[config.mk]
export PLATFORM = sky130hd
export DESIGN_NAME = dmem_arbiter
export DESIGN_NICKNAME = d
export VERILOG_FILES = /design/src/rtl/dmem_arbiter_pkg.sv /design/src/rtl/dmem_align_chk.sv /design/src/rtl/dmem_arbiter.sv
export SDC_FILE = /design/constraint.sdc
export NUM_CORES = 1
export LEC_CHECK = 0
export BUFFER_PORTS_ARGS = -buffer_cell sky130_fd_sc_hd__buf_2
export CAP_MARGIN = 0
export CORE_AREA = 2 2 227 229
export DETAILED_ROUTE_END_ITERATION = 8
export DIE_AREA = 0 0 229 231
export MAX_ROUTING_LAYER = met4
export SYNTH_ARGS = -nofsm -noshare
export SYNTH_HDL_FRONTEND = slang
export SYNTH_SLANG_ARGS = --single-unit
export TNS_END_PERCENT = 30
[constraint.sdc]
create_clock -name clk -period 1.9 [get_ports clk]
set_clock_uncertainty 0.2 [all_clocks]
set_input_delay 0.095 -clock clk [delete_from_list [all_inputs] [get_ports clk]]
set_output_delay 0.095 -clock clk [all_outputs]
set_load 0.05 [all_outputs]
[src/rtl/dmem_arbiter_pkg.sv]
`default_nettype none
// ============================================================================
// Module   : dmem_arbiter_pkg
// Purpose  : Shared types and constants for the data-memory arbiter. Holds
//            the FSM state encoding, the owner encoding, the RAM write-width
//            codes and the maximum supported wait-state count.
// Revision : 1.0  initial release
// ============================================================================
package dmem_arbiter_pkg;

    typedef enum logic [1:0] {
        ST_IDLE   = 2'd0,
        ST_ACCESS = 2'd1,
        ST_RESP   = 2'd2
    } state_t;

    typedef enum logic {
        OWN_CPU = 1'b0,
        OWN_DBG = 1'b1
    } owner_t;

    // Write-width codes shared by the CPU port and the RAM port
    localparam logic [1:0] c_ww_64 = 2'd0;
    localparam logic [1:0] c_ww_32 = 2'd1;
    localparam logic [1:0] c_ww_16 = 2'd2;
    localparam logic [1:0] c_ww_8  = 2'd3;

    // The wait-state counter is 4 bits wide, so 15 is the largest legal value
    localparam int c_wait_states_max = 15;

endpackage
`default_nettype wire

[src/rtl/dmem_align_chk.sv]
`default_nettype none
// ============================================================================
// Module   : dmem_align_chk
// Purpose  : Combinational alignment checker. Flags an address whose low bits
//            are not aligned to the natural size of the requested width.
// Ports    : i_addr_lo    [2:0] low address bits
//            i_width      [1:0] width code (0=64b, 1=32b, 2=16b, 3=8b)
//            o_misaligned       1 when the address is not naturally aligned
// Revision : 1.0  initial release
// ============================================================================
module dmem_align_chk
    import dmem_arbiter_pkg::*;
(
    input  logic [2:0] i_addr_lo,
    input  logic [1:0] i_width,
    output logic       o_misaligned
);

    always_comb begin
        o_misaligned = 1'b0;
        case (i_width)
            c_ww_64: o_misaligned = |i_addr_lo;
            c_ww_32: o_misaligned = |i_addr_lo[1:0];
            c_ww_16: o_misaligned = i_addr_lo[0];
            default: o_misaligned = 1'b0;   // byte accesses are always aligned
        endcase
    end

endmodule
`default_nettype wire

[src/rtl/dmem_arbiter.sv]
`default_nettype none
// ============================================================================
// Module   : dmem_arbiter
// Purpose  : Arbitrates a single-port data RAM between the CPU and a debug
//            port. One access at a time: IDLE -> ACCESS (WAIT_STATES+1 cycles
//            with ram_cs high) -> RESP (read data captured) -> IDLE, where the
//            completion pulse of the owner is high and a new grant may occur.
//            Debug wins only while dbg_halt is high.
// Ports    : clk, rst                 clock, synchronous active-high reset
//            cpu_*                    CPU request/response port
//            dbg_*                    debug request/response port
//            ram_*                    RAM side (ram_rdata valid one cycle
//                                     after a ram_cs cycle)
//            cpu_misalign             only with DMEM_ARB_ALIGN_CHECK_EN
// Config   : DMEM_ARB_ALIGN_CHECK_EN  misaligned CPU requests skip the RAM
//                                     and complete with cpu_misalign
// Note     : a requester must drop its strobe in the cycle its completion
//            pulse is high, otherwise a new access is started.
// Revision : 1.0  initial release
// ============================================================================
module dmem_arbiter
    import dmem_arbiter_pkg::*;
#(
    parameter int WAIT_STATES = 0,
    parameter int ADDR_W      = 64
) (
    input  logic              clk,
    input  logic              rst,

    input  logic [ADDR_W-1:0] cpu_addr,
    input  logic [63:0]       cpu_wdata,
    output logic [63:0]       cpu_rdata,
    input  logic [1:0]        cpu_write_width,
    input  logic              cpu_rstrobe,
    input  logic              cpu_wstrobe,
    output logic              cpu_cycle_complete,

    input  logic              dbg_halt,
    input  logic [ADDR_W-1:0] dbg_addr,
    input  logic [63:0]       dbg_wdata,
    output logic [63:0]       dbg_rdata,
    input  logic              dbg_ce,
    input  logic              dbg_we,
    output logic              dbg_ready,

    output logic              ram_cs,
    output logic              ram_we,
    output logic [ADDR_W-1:0] ram_addr,
    output logic [63:0]       ram_wdata,
    output logic [1:0]        ram_write_width,
    input  logic [63:0]       ram_rdata
`ifdef DMEM_ARB_ALIGN_CHECK_EN
    ,
    output logic              cpu_misalign
`endif
);

    state_t     r_state;
    owner_t     r_owner;
    logic [3:0] r_cnt;
    logic       r_we;       // latched direction of the current access
    logic       r_misal;    // current CPU request was rejected as misaligned

    logic       w_cpu_req;
    logic       w_dbg_req;
    logic       w_cpu_misal;

    assign w_cpu_req = cpu_rstrobe | cpu_wstrobe;
    assign w_dbg_req = dbg_halt & dbg_ce;

`ifdef DMEM_ARB_ALIGN_CHECK_EN
    dmem_align_chk u_align_chk (
        .i_addr_lo    (cpu_addr[2:0]),
        .i_width      (cpu_write_width),
        .o_misaligned (w_cpu_misal)
    );
`else
    assign w_cpu_misal = 1'b0;
`endif

    always_ff @(posedge clk) begin
        if (rst) begin
            r_state            <= ST_IDLE;
            r_owner            <= OWN_CPU;
            r_cnt              <= 4'd0;
            r_we               <= 1'b0;
            r_misal            <= 1'b0;
            ram_cs             <= 1'b0;
            ram_we             <= 1'b0;
            ram_addr           <= '0;
            ram_wdata          <= 64'd0;
            ram_write_width    <= c_ww_64;
            cpu_rdata          <= 64'd0;
            dbg_rdata          <= 64'd0;
            cpu_cycle_complete <= 1'b0;
            dbg_ready          <= 1'b0;
`ifdef DMEM_ARB_ALIGN_CHECK_EN
            cpu_misalign       <= 1'b0;
`endif
        end else begin
            // Completion flags are single-cycle pulses
            cpu_cycle_complete <= 1'b0;
            dbg_ready          <= 1'b0;
`ifdef DMEM_ARB_ALIGN_CHECK_EN
            cpu_misalign       <= 1'b0;
`endif
            case (r_state)
                ST_IDLE: begin
                    if (w_dbg_req) begin
                        // Debug accesses are always full 64-bit
                        r_owner         <= OWN_DBG;
                        r_we            <= dbg_we;
                        r_misal         <= 1'b0;
                        r_cnt           <= 4'(WAIT_STATES);
                        ram_addr        <= dbg_addr;
                        ram_wdata       <= dbg_wdata;
                        ram_write_width <= c_ww_64;
                        ram_cs          <= 1'b1;
                        ram_we          <= dbg_we;
                        r_state         <= ST_ACCESS;
                    end else if (w_cpu_req) begin
                        // Write strobe dominates when both strobes are high
                        r_owner         <= OWN_CPU;
                        r_we            <= cpu_wstrobe;
                        r_misal         <= w_cpu_misal;
                        r_cnt           <= 4'(WAIT_STATES);
                        ram_addr        <= cpu_addr;
                        ram_wdata       <= cpu_wdata;
                        ram_write_width <= cpu_write_width;
                        if (w_cpu_misal) begin
                            r_state <= ST_RESP;     // never touches the RAM
                        end else begin
                            ram_cs  <= 1'b1;
                            ram_we  <= cpu_wstrobe;
                            r_state <= ST_ACCESS;
                        end
                    end
                end

                ST_ACCESS: begin
                    if (r_cnt == 4'd0) begin
                        ram_cs  <= 1'b0;
                        ram_we  <= 1'b0;
                        r_state <= ST_RESP;
                    end else begin
                        r_cnt <= r_cnt - 4'd1;
                    end
                end

                ST_RESP: begin
                    // ram_rdata now reflects the last ram_cs cycle
                    r_state <= ST_IDLE;
                    if (r_owner == OWN_DBG) begin
                        dbg_ready <= 1'b1;
                        if (!r_we) begin
                            dbg_rdata <= ram_rdata;
                        end
                    end else begin
                        cpu_cycle_complete <= 1'b1;
                        if (r_misal) begin
`ifdef DMEM_ARB_ALIGN_CHECK_EN
                            cpu_misalign <= 1'b1;
`endif
                        end else if (!r_we) begin
                            cpu_rdata <= ram_rdata;
                        end
                    end
                end

                default: begin
                    r_state <= ST_IDLE;
                end
            endcase
        end
    end

endmodule
`default_nettype wire

==> summary.md, run 1 <==
| Metric | Value |
|---|---|
| Arr. time, crit path | `2.18 ns` |
| Worst-margin pin slew | `0.624 ns` |
| Avg Vias per Cell | `5.00` |
| RSZ-0062 raised after global routing | `true` |
| Min-Delay Path Depth | `4` |
| Nets@finish | `2609` |
| Clk root buf | `clkbuf_16` |
| Worst Setup SP | `r_state[0]` |
| Area delta synth->final | `79.1%` |
| Crit-path cells | `buf_4 > buf_4 > nor2_8 > buf_12 > a21oi_1 > a311oi_1` |
| Sequential area share after synthesis | `48.6%` |
| Post-synth EDFFs | `0` |
| TritonRoute pass-1 iters | `5` |
| Reg2reg start | `r_state[0]` |
| Area leader, netlist | `dfxtp_1` |
| Routed wire length | `56000 um` |
| Number of buffers created by CTS | `31` |
| Hold Slack | `0.0937 ns` |
| Async set-reset flop share out of synthesis | `0%` |
| Clock Latency Late Sink | `0.60 ns` |
| Global placement routability congestion | `0.867` |
| Post-route cell area | `0.0199 mm2` |
| Fin. Hold Viols | `0` |
| Crit Path Max Fanout | `52` |
| Height of the die | `231 um` |
| Post-synthesis cell type count | `43` |
| Post-Syn Nets | `1702` |
| Worst path slowest cell | `a311oi_1` |
| Crit share post-route | `100%` |
| Status | `complete, but fails checks` |
| CP endpoint | `ram_addr[28]` |
| IO Pins | `591` |
| Failing checks | `setup timing` |
| Setup TNS | `-0.00183 ns` |
| Port Buf Inserts | `590` |
| Initial antenna violation count | `4` |
| Max clock buf depth | `3` |
| Routed vias | `14900` |
| Top Family by Delay on Critical Path | `buffers and inverters` |
| Crit path top cell by count | `buf_4` |
| Global-route wire length before repair | `81300 um` |
| WP depth | `6` |
| Mapped Cells | `1371` |
| Total Die Area | `0.0529 mm2` |
| Max-slew headroom | `57.8%` |
| Cell Pwr Density | `878 mW/mm2` |
| #FFs+latches synth | `270` |
| Layout cells sized above 1 | `31.7%` |
| Final setup violation count | `1` |
| Synthesized area | `0.0111 mm2` |
| Static Leak | `8.66 nW` |
| CORE AREA | `0.0507 mm2` |
| Total power | `17.5 mW` |
| Critical path class | `reg -> reg` |
| Main synth FF type | `dfxtp_1` |
| Starting Density | `21.9%` |
| FF-to-FF setup slack | `-0.002 ns` |
| Post-route core utilization | `39.3%` |
| Highest ir drop seen on vdd | `0.000649 V` |
| CP Data Required Time | `2.18 ns` |
| Crit start category | `register` |
| CTS HTree Levels | `1` |
| HPWL Detailed | `33300 um` |
| Max-slew violations | `0` |
| Mapped Avg Cell Area | `8.11 um2` |
| DRT antenna net count | `0` |
| DR DRC count | `0` |
| GRT Overall Usage | `19.6%` |
| F_max | `526 MHz` |
| Top cells by area, synth | `dfxtp_1 49%, nand2_1 13%, a21oi_1 12%` |
| Worst-path clk slew | `0.06 ns` |
| Vias in the first global route | `14900` |
| Maxcap violations | `0` |
| Wire per inst | `18.8 um` |
| Critical Path Sink Type | `register` |
| R2R depth | `6` |
| Largest net degree at the start of global routing | `100` |
| Placement-stage cell area | `0.0149 mm2` |
| Overflow after GRT | `0` |
| Capturing point of the worst reg2reg path | `ram_addr[28]` |
| Num Clock Sinks | `270` |
| Die W | `229 um` |
| Worst Hold Class | `in -> reg` |
| CTS tree | `yes` |
| WP buf/inv | `3` |
| Site Rows | `83` |
| Final worst setup slack | `-0.00183 ns` |
| Starting DRC count in detailed routing | `1037` |
| Ys Warns | `0` |
| Fin crit period | `1.90 ns` |
| Largest stage delay, worst path | `0.32 ns` |
| Synth top area share | `48.6%` |
==> cells by family after synthesis <==
logic type | Yosys count | synth area share (%)
flip-flops | 270 | 48.6
AND/OR/NAND/NOR | 543 | 20.8
buffers and inverters | 149 | 6.77
adder cells (fa/ha/maj) | 2 | 0.225
AO/OA/AOI/OAI | 407 | 23.6
==> metrics by stage <==
stage | std cells | setup WS, ns
4_1_cts | 2970 | 0.0345
2_1_floorplan | 1371 | 0.303
3_3_place_gp | 2548 | 0.115
5_1_grt | 2983 | -0.0332
6_report | 2983 | -0.00183
3_5_place_dp | 2548 | 0.0935
==> area by class of cell <==
cell class / instances / area, um2
antenna: 4 / 10.0
clock buffer: 40 / 860
clock inverter: 14 / 183
fill: 4946 / 30800
inverter: 2 / 7.51
multi-input combinational: 952 / 5030
sequential: 270 / 5410
tap: 680 / 851
timing repair buffer: 1021 / 7570
==> tightest hold or removal path, cell delays in order <==
cell and delay (ns):
dlygate4sd3_1 0.52, buf_2 0.13, nand2_1 0.05, a21oi_1 0.05
==> worst min-delay path by stage <==
stage / start / to / slack, ns
after global routing: ram_rdata[51] / dbg_rdata[51] / 0.1
after CTS: ram_rdata[24] / dbg_rdata[24] / 0.06
after detailed placement: ram_rdata[40] / dbg_rdata[40] / 0.15
final: ram_rdata[10] / cpu_rdata[10] / 0.09
after global placement: ram_rdata[19] / cpu_rdata[19] / 0.15
after floorplan: ram_rdata[15] / cpu_rdata[15] / 0.03
==> synth_stat cells (all sizes together) (2+ instances only) <==
| library cell | count |
|---|---|
| a211oi | 3 |
| a21oi | 264 |
| a311oi | 128 |
| buf | 72 |
| clkbuf | 75 |
| dfxtp | 270 |
| ha | 2 |
| inv | 2 |
| nand2 | 386 |
| nand2b | 2 |
| nand3 | 130 |
| nand4b | 2 |
| nor2 | 6 |
| nor3 | 2 |
| nor3b | 2 |
| nor4b | 2 |
| o21ai | 5 |
==> state kept, by name, indices dropped and copies added (netlist names) <==
register            cells
cpu_cycle_complete      1
cpu_rdata              64
dbg_rdata              64
dbg_ready               1
r_cnt                   4
r_owner                 1
r_state                 2
r_we                    1
ram_addr               64
ram_cs                  1
ram_wdata              64
ram_we                  1
ram_write_width         2
==> what timing repair did <==
item / CTS / global route
hold endpoints to repair: 267 / 0
resized for setup: 0 / 12
setup buffers: 0 / 3
hold buffers: 368 / 0
endpoints found under the setup margin: 0 / 47
==> layout by cell type, fill, tap and decap left out, types with 2 or more instances in the layout <==
cell           synthesis  layout
buf_2                 41     587
nand2_1              386     385
dlygate4sd3_1          0     368
dfxtp_1              270     270
a21oi_1              264     264
nand3_1              130     130
a311oi_1             118     116
clkbuf_16              0      37
buf_4                 18      32
buf_12                 0      18
a311oi_2              10      12
clkbuf_8               0       6
o21ai_0                5       5
buf_16                 0       5
diode_2                0       4
nor2_1                 4       4
clkbuf_1              75       4
clkinv_4               0       4
buf_6                 10       4
clkinvlp_4             0       3
clkinv_2               0       3
bufinv_16              0       3
inv_1                  2       2
nand4b_1               2       2
nand2b_1               2       2
nor3b_1                2       2
nor3_1                 2       2
a211oi_1               2       2
ha_1                   2       2
==> per-layer routing <==
metal	vias to the layer above	wire length [um]	track usage (%)
li1	6688	-	-
met5	-	0	-
met3	237	5040	3.50
met1	6959	20500	21.7
met4	0	3310	10.9
met2	1034	27100	33.5
==> where the power goes <==
group / leakage (nW) / switching, mW / internal, mW
logic: 5.94 / 3.24 / 1.73
registers: 2.21 / 0.250 / 6.11
clock network: 0.504 / 2.56 / 3.60
Note: power is estimated with default switching activity, not from simulation.
==> inputs of run 2 (changes only) <==
CELL_PAD_IN_SITES_DETAIL_PLACEMENT = 1   (was not set)
CELL_PAD_IN_SITES_GLOBAL_PLACEMENT = 2   (was not set)
CORE_AREA = 2 2 232 234   (was 2 2 227 229)
DIE_AREA = 0 0 234 236   (was 0 0 229 231)
PLACE_DENSITY_LB_ADDON = 0.1   (was not set)
==> run 2 against run 1 <==
  * Combinational power shrank 1%
  * Total power grew 4.9%
  * Critical path type unchanged
  * Via count shrank 7.1%
  * Hold slack gained 0.021 ns
  * The flow now finishes without violations
  * Largest power group is now clock
  * First-iteration DRC count shrank 52%
  * Fmax grew 4.4%
  * Sequential power is essentially flat
  * Sequential share of layout area grew 0.20 points
  * Clock-buffer cell count grew 16
  * Design area shrank 0.74%
  * Non-clock buffer count shrank 30
==> summary.md, run 2 (synthesis results as in run 1) <==
| Metric | Value |
|---|---|
| Status | `complete, no violations (was complete, but fails checks)` |
| Static Leak | `8.59 nW (was 8.66 nW)` |
| Setup TNS | `0 ns (was -0.00183 ns)` |
| Fin crit period | `1.82 ns (was 1.90 ns)` |
| Worst-margin pin slew | `0.678 ns (was 0.624 ns)` |
| Highest ir drop seen on vdd | `0.000520 V (was 0.000649 V)` |
| Hold path start | `dbg_halt (was ram_rdata[10])` |
| Setup Buffers After CTS | `0 (unchanged)` |
| CTS tree | `yes (unchanged)` |
| Global placement routability congestion | `0.796 (was 0.867)` |
| Crit start category | `register (unchanged)` |
| Height of the die | `236 um (was 231 um)` |
| Largest net degree at the start of global routing | `111 (was 100)` |
| Crit share post-route | `95.9% (was 100%)` |
| Max-slew violations | `0 (unchanged)` |
| Port Buf Inserts | `590 (unchanged)` |
| Starting DRC count in detailed routing | `493 (was 1037)` |
| CTS HTree Levels | `2 (was 1)` |
| FILL cells | `6386 (was 4946)` |
| Total Die Area | `0.0552 mm2 (was 0.0529 mm2)` |
| GRT Overall Usage | `21.6% (was 19.6%)` |
| Area delta synth->final | `77.7% (was 79.1%)` |
| Post-route cell area | `0.0198 mm2 (was 0.0199 mm2)` |
| F_max | `549 MHz (was 526 MHz)` |
| Vias in the first global route | `14800 (was 14900)` |
| Total power | `18.3 mW (was 17.5 mW)` |
| Initial antenna violation count | `12 (was 4)` |
| Max-slew headroom | `54.8% (was 57.8%)` |
| Critical path class | `reg -> reg (unchanged)` |
| Crit Path Max Fanout | `64 (was 52)` |
| Clk root buf | `clkbuf_16 (unchanged)` |
| Global-route wire length before repair | `89800 um (was 81300 um)` |
| CORE AREA | `0.0531 mm2 (was 0.0507 mm2)` |
| Site Rows | `85 (was 83)` |
| Clock Latency Late Sink | `0.54 ns (was 0.60 ns)` |
| Nets@finish | `2585 (was 2609)` |
| Overflow after GRT | `0 (unchanged)` |
| Final setup violation count | `0 (was 1)` |
| Worst-path clk slew | `0.06 ns (about the same)` |
| IO Pins | `591 (unchanged)` |
| CP Data Required Time | `2.11 ns (was 2.18 ns)` |
| Routed wire length | `60000 um (was 56000 um)` |
| Layout cells sized above 1 | `31.5% (was 31.7%)` |
| HPWL Detailed | `40800 um (was 33300 um)` |
| Cell Pwr Density | `928 mW/mm2 (was 878 mW/mm2)` |
| Worst Setup SP | `r_we (was r_state[0])` |
| Critical Path Sink Type | `register (unchanged)` |
| Wire per inst | `20.1 um (was 18.8 um)` |
| DRT antenna net count | `0 (unchanged)` |
| TritonRoute pass-1 iters | `4 (was 5)` |
| Placement-stage cell area | `0.0150 mm2 (was 0.0149 mm2)` |
| RSZ-0062 raised after global routing | `false (was true)` |
| Num Clock Sinks | `270 (unchanged)` |
| Max clock buf depth | `3 (unchanged)` |
| DR DRC count | `0 (unchanged)` |
| Routed vias | `13900 (was 14900)` |
| Worst Hold Class | `in -> reg (unchanged)` |
| Die W | `234 um (was 229 um)` |
| Number of buffers created by CTS | `37 (was 31)` |
| Avg Vias per Cell | `4.64 (was 5.00)` |
| Reg2reg start | `r_we (was r_state[0])` |
| Fin. Hold Viols | `0 (unchanged)` |
| Most frequent cells in the layout | `587 x buf_2, 385 x nand2_1, 350 x dlygate4sd3_1 (was 587 x buf_2, 385 x nand2_1, 368 x dlygate4sd3_1)` |
| Arr. time, crit path | `2.03 ns (was 2.18 ns)` |
| Maxcap violations | `0 (unchanged)` |
| Starting Density | `21.0% (was 21.9%)` |
| Most common cell after layout, fill and taps aside | `buf_2 (unchanged)` |
## run 2: cell types whose count changed in the layout (fill, tap and decap cells not counted), sizes merged
cell / before / now
bufinv: 3 / 2
clkinvlp: 3 / 1
clkbuf: 47 / 57
dlygate4sd3: 368 / 350
clkinv: 7 / 4
buf: 646 / 640
diode: 4 / 12
## run 2: critical path: stages, from the launching register on
cell and delay (ns):
dfxtp_1 0.30, or4b_2 0.71, buf_12 0.22, nand2_1 0.12, a21oi_1 0.07
## run 2: area by class of cell
| cell class | count | area (um2) | area share, % |
|---|---|---|---|
| antenna | 12 | 30.0 | 0.152 |
| clock buffer | 56 | 1120 | 5.66 |
| clock inverter | 8 | 96.3 | 0.487 |
| inverter | 2 | 7.51 | 0.0380 |
| multi-input combinational | 952 | 5020 | 25.4 |
| sequential | 270 | 5410 | 27.3 |
| tap | 696 | 871 | 4.41 |
| timing repair buffer | 991 | 7220 | 36.5 |
## run 2: routing by layer
| layer | share of wire [%] | up-vias | GRT usage [%] |
|---|---|---|---|
| met5 | 0 | - | - |
| met4 | 3.2 | 0 | 7.12 |
| met3 | 7.1 | 105 | 6.47 |
| met2 | 49 | 436 | 35.6 |
| met1 | 41 | 6680 | 24.8 |
| li1 | - | 6634 | - |
## run 2: final timing paths
| kind | endpoint | slack, ns | depth (start not counted) |
|---|---|---|---|
| worst max-delay path | cpu_rdata[56] | 0.08 | 4 |
| worst min-delay path | ram_wdata[21] | 0.11 | 4 |
| worst max register to register | cpu_rdata[56] | 0.08 | 4 |
| worst min register to register | dbg_rdata[6] | 0.25 | 2 |
## run 2: stage by stage
| step | setup slack, ns | std cells | util [%] | hold slack (ns) |
|---|---|---|---|---|
| CTS | 0.0323 | 2974 | 37.1 | 0.0885 |
| finish | 0.0787 | 2987 | 37.2 | 0.115 |
| global route | 0.000171 | 2987 | 37.2 | 0.134 |
| detailed placement | 0.107 | 2561 | 28.3 | 0.155 |
| floorplan | 0.303 | 1371 | - | 0.0310 |
| global placement | 0.128 | 2561 | 28.3 | 0.150 |
## run 2: report_power, final
part / internal [mW] / switching, mW / total [mW]
logic: 1.68 / 3.23 / 4.90
registers: 6.11 / 0.238 / 6.35
clock network: 4.32 / 2.76 / 7.09
total: 12.1 / 6.23 / 18.3
## run 2: repair_timing
action                                 CTS  global route
gates resized for setup                  0             2
hold buffers                           349             2
endpoints found under the hold margin  270             3
setup endpoints to repair                0             7
==> inputs of run 3 (changes only) <==
ABC_AREA = 1   (was not set)
CORE_AREA = not set   (was 2 2 232 234)
CORE_ASPECT_RATIO = 0.8   (was not set)
CORE_UTILIZATION = 23   (was not set)
DIE_AREA = not set   (was 0 0 234 236)
==> run 3 against run 2 <==
  * Global-route usage grew 1.1 points
  * Total power grew 21%
  * Critical endpoint is now ram_addr[56]
  * Clock-buffer cell count is the same
  * Largest power group is now combinational logic
  * Synthesized cell count grew 18%
  * Combinational power grew 69%
  * First-iteration DRC count grew 23%
==> summary.md, run 3 <==
| Metric | Value |
|---|---|
| Status | `complete, no violations (unchanged)` |
| Routed wire length | `57100 um (was 60000 um)` |
| R2R depth | `6 (was 4)` |
| Cell Pwr Density | `1150 mW/mm2 (was 928 mW/mm2)` |
| Main synth FF type | `dfxtp_1 (unchanged)` |
| Wire per inst | `18.2 um (was 20.1 um)` |
| Worst-margin pin slew | `0.640 ns (was 0.678 ns)` |
| Global-route wire length before repair | `86300 um (was 89800 um)` |
| WP depth | `8 (was 4)` |
| Maxcap violations | `0 (unchanged)` |
| Max-slew violations | `0 (unchanged)` |
| Worst Setup SP | `dbg_ce (was r_we)` |
| HPWL Detailed | `38300 um (was 40800 um)` |
| Most common cell after layout, fill and taps aside | `buf_2 (unchanged)` |
| Height of the die | `200 um (was 236 um)` |
| Number of buffers created by CTS | `35 (was 37)` |
| Critical Path Sink Type | `register (unchanged)` |
| Avg Vias per Cell | `4.48 (was 4.64)` |
| Critical path class | `in -> reg (was reg -> reg)` |
| FF-to-FF setup slack | `0.24 ns (was 0.08 ns)` |
| Post-synthesis cell type count | `19 (was 43)` |
| Initial antenna violation count | `13 (was 12)` |
| Register area | `0.00541 mm2 (unchanged)` |
| Largest stage delay, worst path | `0.58 ns (was 0.71 ns)` |
| Mapped Avg Cell Area | `6.97 um2 (was 8.11 um2)` |
| Most frequent cells in the layout | `588 x buf_2, 502 x nor2_1, 328 x dlygate4sd3_1 (was 587 x buf_2, 385 x nand2_1, 350 x dlygate4sd3_1)` |
| CTS HTree Levels | `2 (unchanged)` |
| Clk root buf | `clkbuf_16 (unchanged)` |
| Post-synth EDFFs | `0 (unchanged)` |
| Crit share post-route | `95.6% (was 95.9%)` |
| Layout cells sized above 1 | `28.2% (was 31.5%)` |
| F_max | `551 MHz (was 549 MHz)` |
| Final setup violation count | `0 (unchanged)` |
| Area leader, netlist | `dfxtp_1 (unchanged)` |
| Die W | `249 um (was 234 um)` |
| Crit path top cell by count | `dlygate4sd3_1` |
| Top cells by area, synth | `dfxtp_1 48%, nor2_1 17%, o21ai_0 12% (was dfxtp_1 49%, nand2_1 13%, a21oi_1 12%)` |
| DR DRC count | `0 (unchanged)` |
| Worst Hold Class | `in -> reg (unchanged)` |
| Site Rows | `72 (was 85)` |
| Multi-input logic area | `0.00515 mm2 (was 0.00502 mm2)` |
| RSZ-0062 raised after global routing | `false (unchanged)` |
| Fin crit period | `1.82 ns (about the same)` |
| Global placement routability congestion | `0.828 (was 0.796)` |
| Reg2reg start | `r_state[1] (was r_we)` |
| Max clock buf depth | `3 (unchanged)` |
| CTS tree | `yes (unchanged)` |
| Min-Delay Path Depth | `5 (was 4)` |
| Starting Density | `23.3% (was 21.0%)` |
| WP buf/inv | `4 (was 1)` |
| Setup Buffers After CTS | `0 (unchanged)` |
| Area delta synth->final | `71.0% (was 77.7%)` |
| TritonRoute pass-1 iters | `4 (unchanged)` |
| Synthesized area | `0.0113 mm2 (was 0.0111 mm2)` |
| Crit Path Max Fanout | `28 (was 64)` |
| Fin. Hold Viols | `0 (unchanged)` |
| Synth top area share | `48.0% (was 48.6%)` |
| Mapped Cells | `1617 (was 1371)` |
| Overflow after GRT | `0 (unchanged)` |
| Port Buf Inserts | `590 (unchanged)` |
| GRT Overall Usage | `22.7% (was 21.6%)` |
| Crit start category | `input pin (was register)` |
| Capturing point of the worst reg2reg path | `ram_addr[23] (was cpu_rdata[56])` |
| Top Family by Delay on Critical Path | `buffers and inverters (was simple AND/OR/NAND/NOR gates)` |
| Setup TNS | `0 ns (unchanged)` |
| Max-slew headroom | `57.3% (was 54.8%)` |
| Ys Warns | `0 (unchanged)` |
| DRT antenna net count | `0 (unchanged)` |
| Count leader, synth | `nor2_1 (was nand2_1)` |
| CP endpoint | `ram_addr[56] (was cpu_rdata[56])` |
| Starting DRC count in detailed routing | `606 (was 493)` |
| Static Leak | `9.90 nW (was 8.59 nW)` |
| Hold Slack | `0.0560 ns (was 0.115 ns)` |
| Post-Syn Nets | `1948 (was 1702)` |
| Largest net degree at the start of global routing | `103 (was 111)` |
| FILL cells | `6067 (was 6386)` |
| Highest ir drop seen on vdd | `0.000571 V (was 0.000520 V)` |
| Synth cell count leaders | `502 x nor2_1, 275 x nand2_1, 270 x dfxtp_1 (was 386 x nand2_1, 270 x dfxtp_1, 264 x a21oi_1)` |
| Worst path slowest cell | `dlygate4sd3_1 (was or4b_2)` |
| CP Data Required Time | `2.10 ns (was 2.11 ns)` |
| Sequential area share after synthesis | `48.0% (was 48.6%)` |
| Total Die Area | `0.0499 mm2 (was 0.0552 mm2)` |
| CORE AREA | `0.0484 mm2 (was 0.0531 mm2)` |
| Num Clock Sinks | `270 (unchanged)` |
| #FFs+latches synth | `270 (unchanged)` |
| Vias in the first global route | `14600 (was 14800)` |
| Worst-path clk slew | `0.06 ns (about the same)` |
| Async set-reset flop share out of synthesis | `0% (unchanged)` |
| Arr. time, crit path | `2.01 ns (was 2.03 ns)` |
| Clock Latency Late Sink | `0.53 ns (was 0.54 ns)` |
| Crit-path cells | `buf_4 > dlygate4sd3_1 > buf_6 > nand3_1 > nand2_1 > dlygate4sd3_1 > o21ai_0 > nor2_1 (was or4b_2 > buf_12 > nand2_1 > a21oi_1)` |
| Nets@finish | `2801 (was 2585)` |
| Routed vias | `14100 (was 13900)` |
| IO Pins | `591 (unchanged)` |
run 3: cell types whose count changed in the layout (fill, tap and decap cells not counted), moves of 6 or more:
cell / previous run / this run
nor2_2: 0 / 21
a311oi_2: 10 / 0
nand2_1: 385 / 275
buf_4: 23 / 7
inv_1: 2 / 8
o21ai_0: 5 / 260
a311oi_1: 118 / 0
a21oi_1: 264 / 4
buf_12: 29 / 17
dlygate4sd3_1: 350 / 328
nor2_1: 4 / 502
run 3: worst min path at each step:
stage / from / to
floorplan: rst / r_cnt[1]
global placement: ram_rdata[40] / cpu_rdata[40]
detailed placement: ram_rdata[14] / cpu_rdata[14]
CTS: dbg_ce / ram_write_width[0]
global route: dbg_ce / ram_write_width[0]
finish: dbg_ce / ram_write_width[0]
run 3: area by class of cell:
| type | instances | area share (%) |
|---|---|---|
| Antenna cell | 15 | 0.195 |
| Timing Repair Buffer | 942 | 34.5 |
| Clock inverter | 8 | 0.442 |
| Sequential cell | 270 | 28.1 |
| Clock buffer | 56 | 5.74 |
| Inverter | 13 | 0.292 |
| Tap cell | 629 | 4.09 |
| Multi-Input combinational cell | 1208 | 26.7 |
run 3: worst register-to-register path, stage by stage (launching register included):
cell,delay [ns]
dfxtp_1,0.32
nor2_1,0.26
nand2_4,0.13
inv_4,0.13
buf_12,0.27
nor2_1,0.12
nor2_1,0.14
run 3: logic make-up (layout without fill, tap and decap cells):
| logic type | Yosys count | in the layout | synth area share [%] |
|---|---|---|---|
| AO/OA/AOI/OAI | 264 | 264 | 11.7 |
| adder cells (fa/ha/maj) | 2 | 2 | 0.222 |
| flip-flops | 270 | 270 | 48.0 |
| other | 0 | 15 | 0 |
| AND/OR/NAND/NOR | 942 | 942 | 33.6 |
| buffers and inverters | 139 | 1019 | 6.42 |
run 3: routing by layer:
metal | vias up | global-route usage [%] | share of wire [%]
met5 | - | - | 0
met4 | 0 | 8.28 | 3.7
met3 | 101 | 6.33 | 6.9
met2 | 382 | 37.1 | 47
met1 | 6676 | 26.7 | 42
li1 | 6900 | - | -
run 3: timing repair:
item	CTS	global route
hold buffers	328	0
resized for setup	0	2
hold endpoints to repair	268	0
setup endpoints to repair	0	6
run 3: power by group:
group | internal (mW) | total, mW | switching (mW)
Sequential | 6.59 | 7.08 | 0.483
Combinational | 2.30 | 8.27 | 5.97
Clock | 4.14 | 6.82 | 2.68
run 3: per-stage QoR:
step	setup slack (ns)	util (%)	instance area, um2	power [mW]	instances
2_1_floorplan	0.508	-	11300	12.5	1617
3_5_place_dp	0.239	30.5	14700	14.9	2734
3_3_place_gp	0.246	30.5	14700	14.8	2734
6_report	0.0841	39.8	19300	22.2	3141
4_1_cts	0.0289	39.7	19200	22.5	3126
5_1_grt	0.00415	39.8	19300	23.4	3139
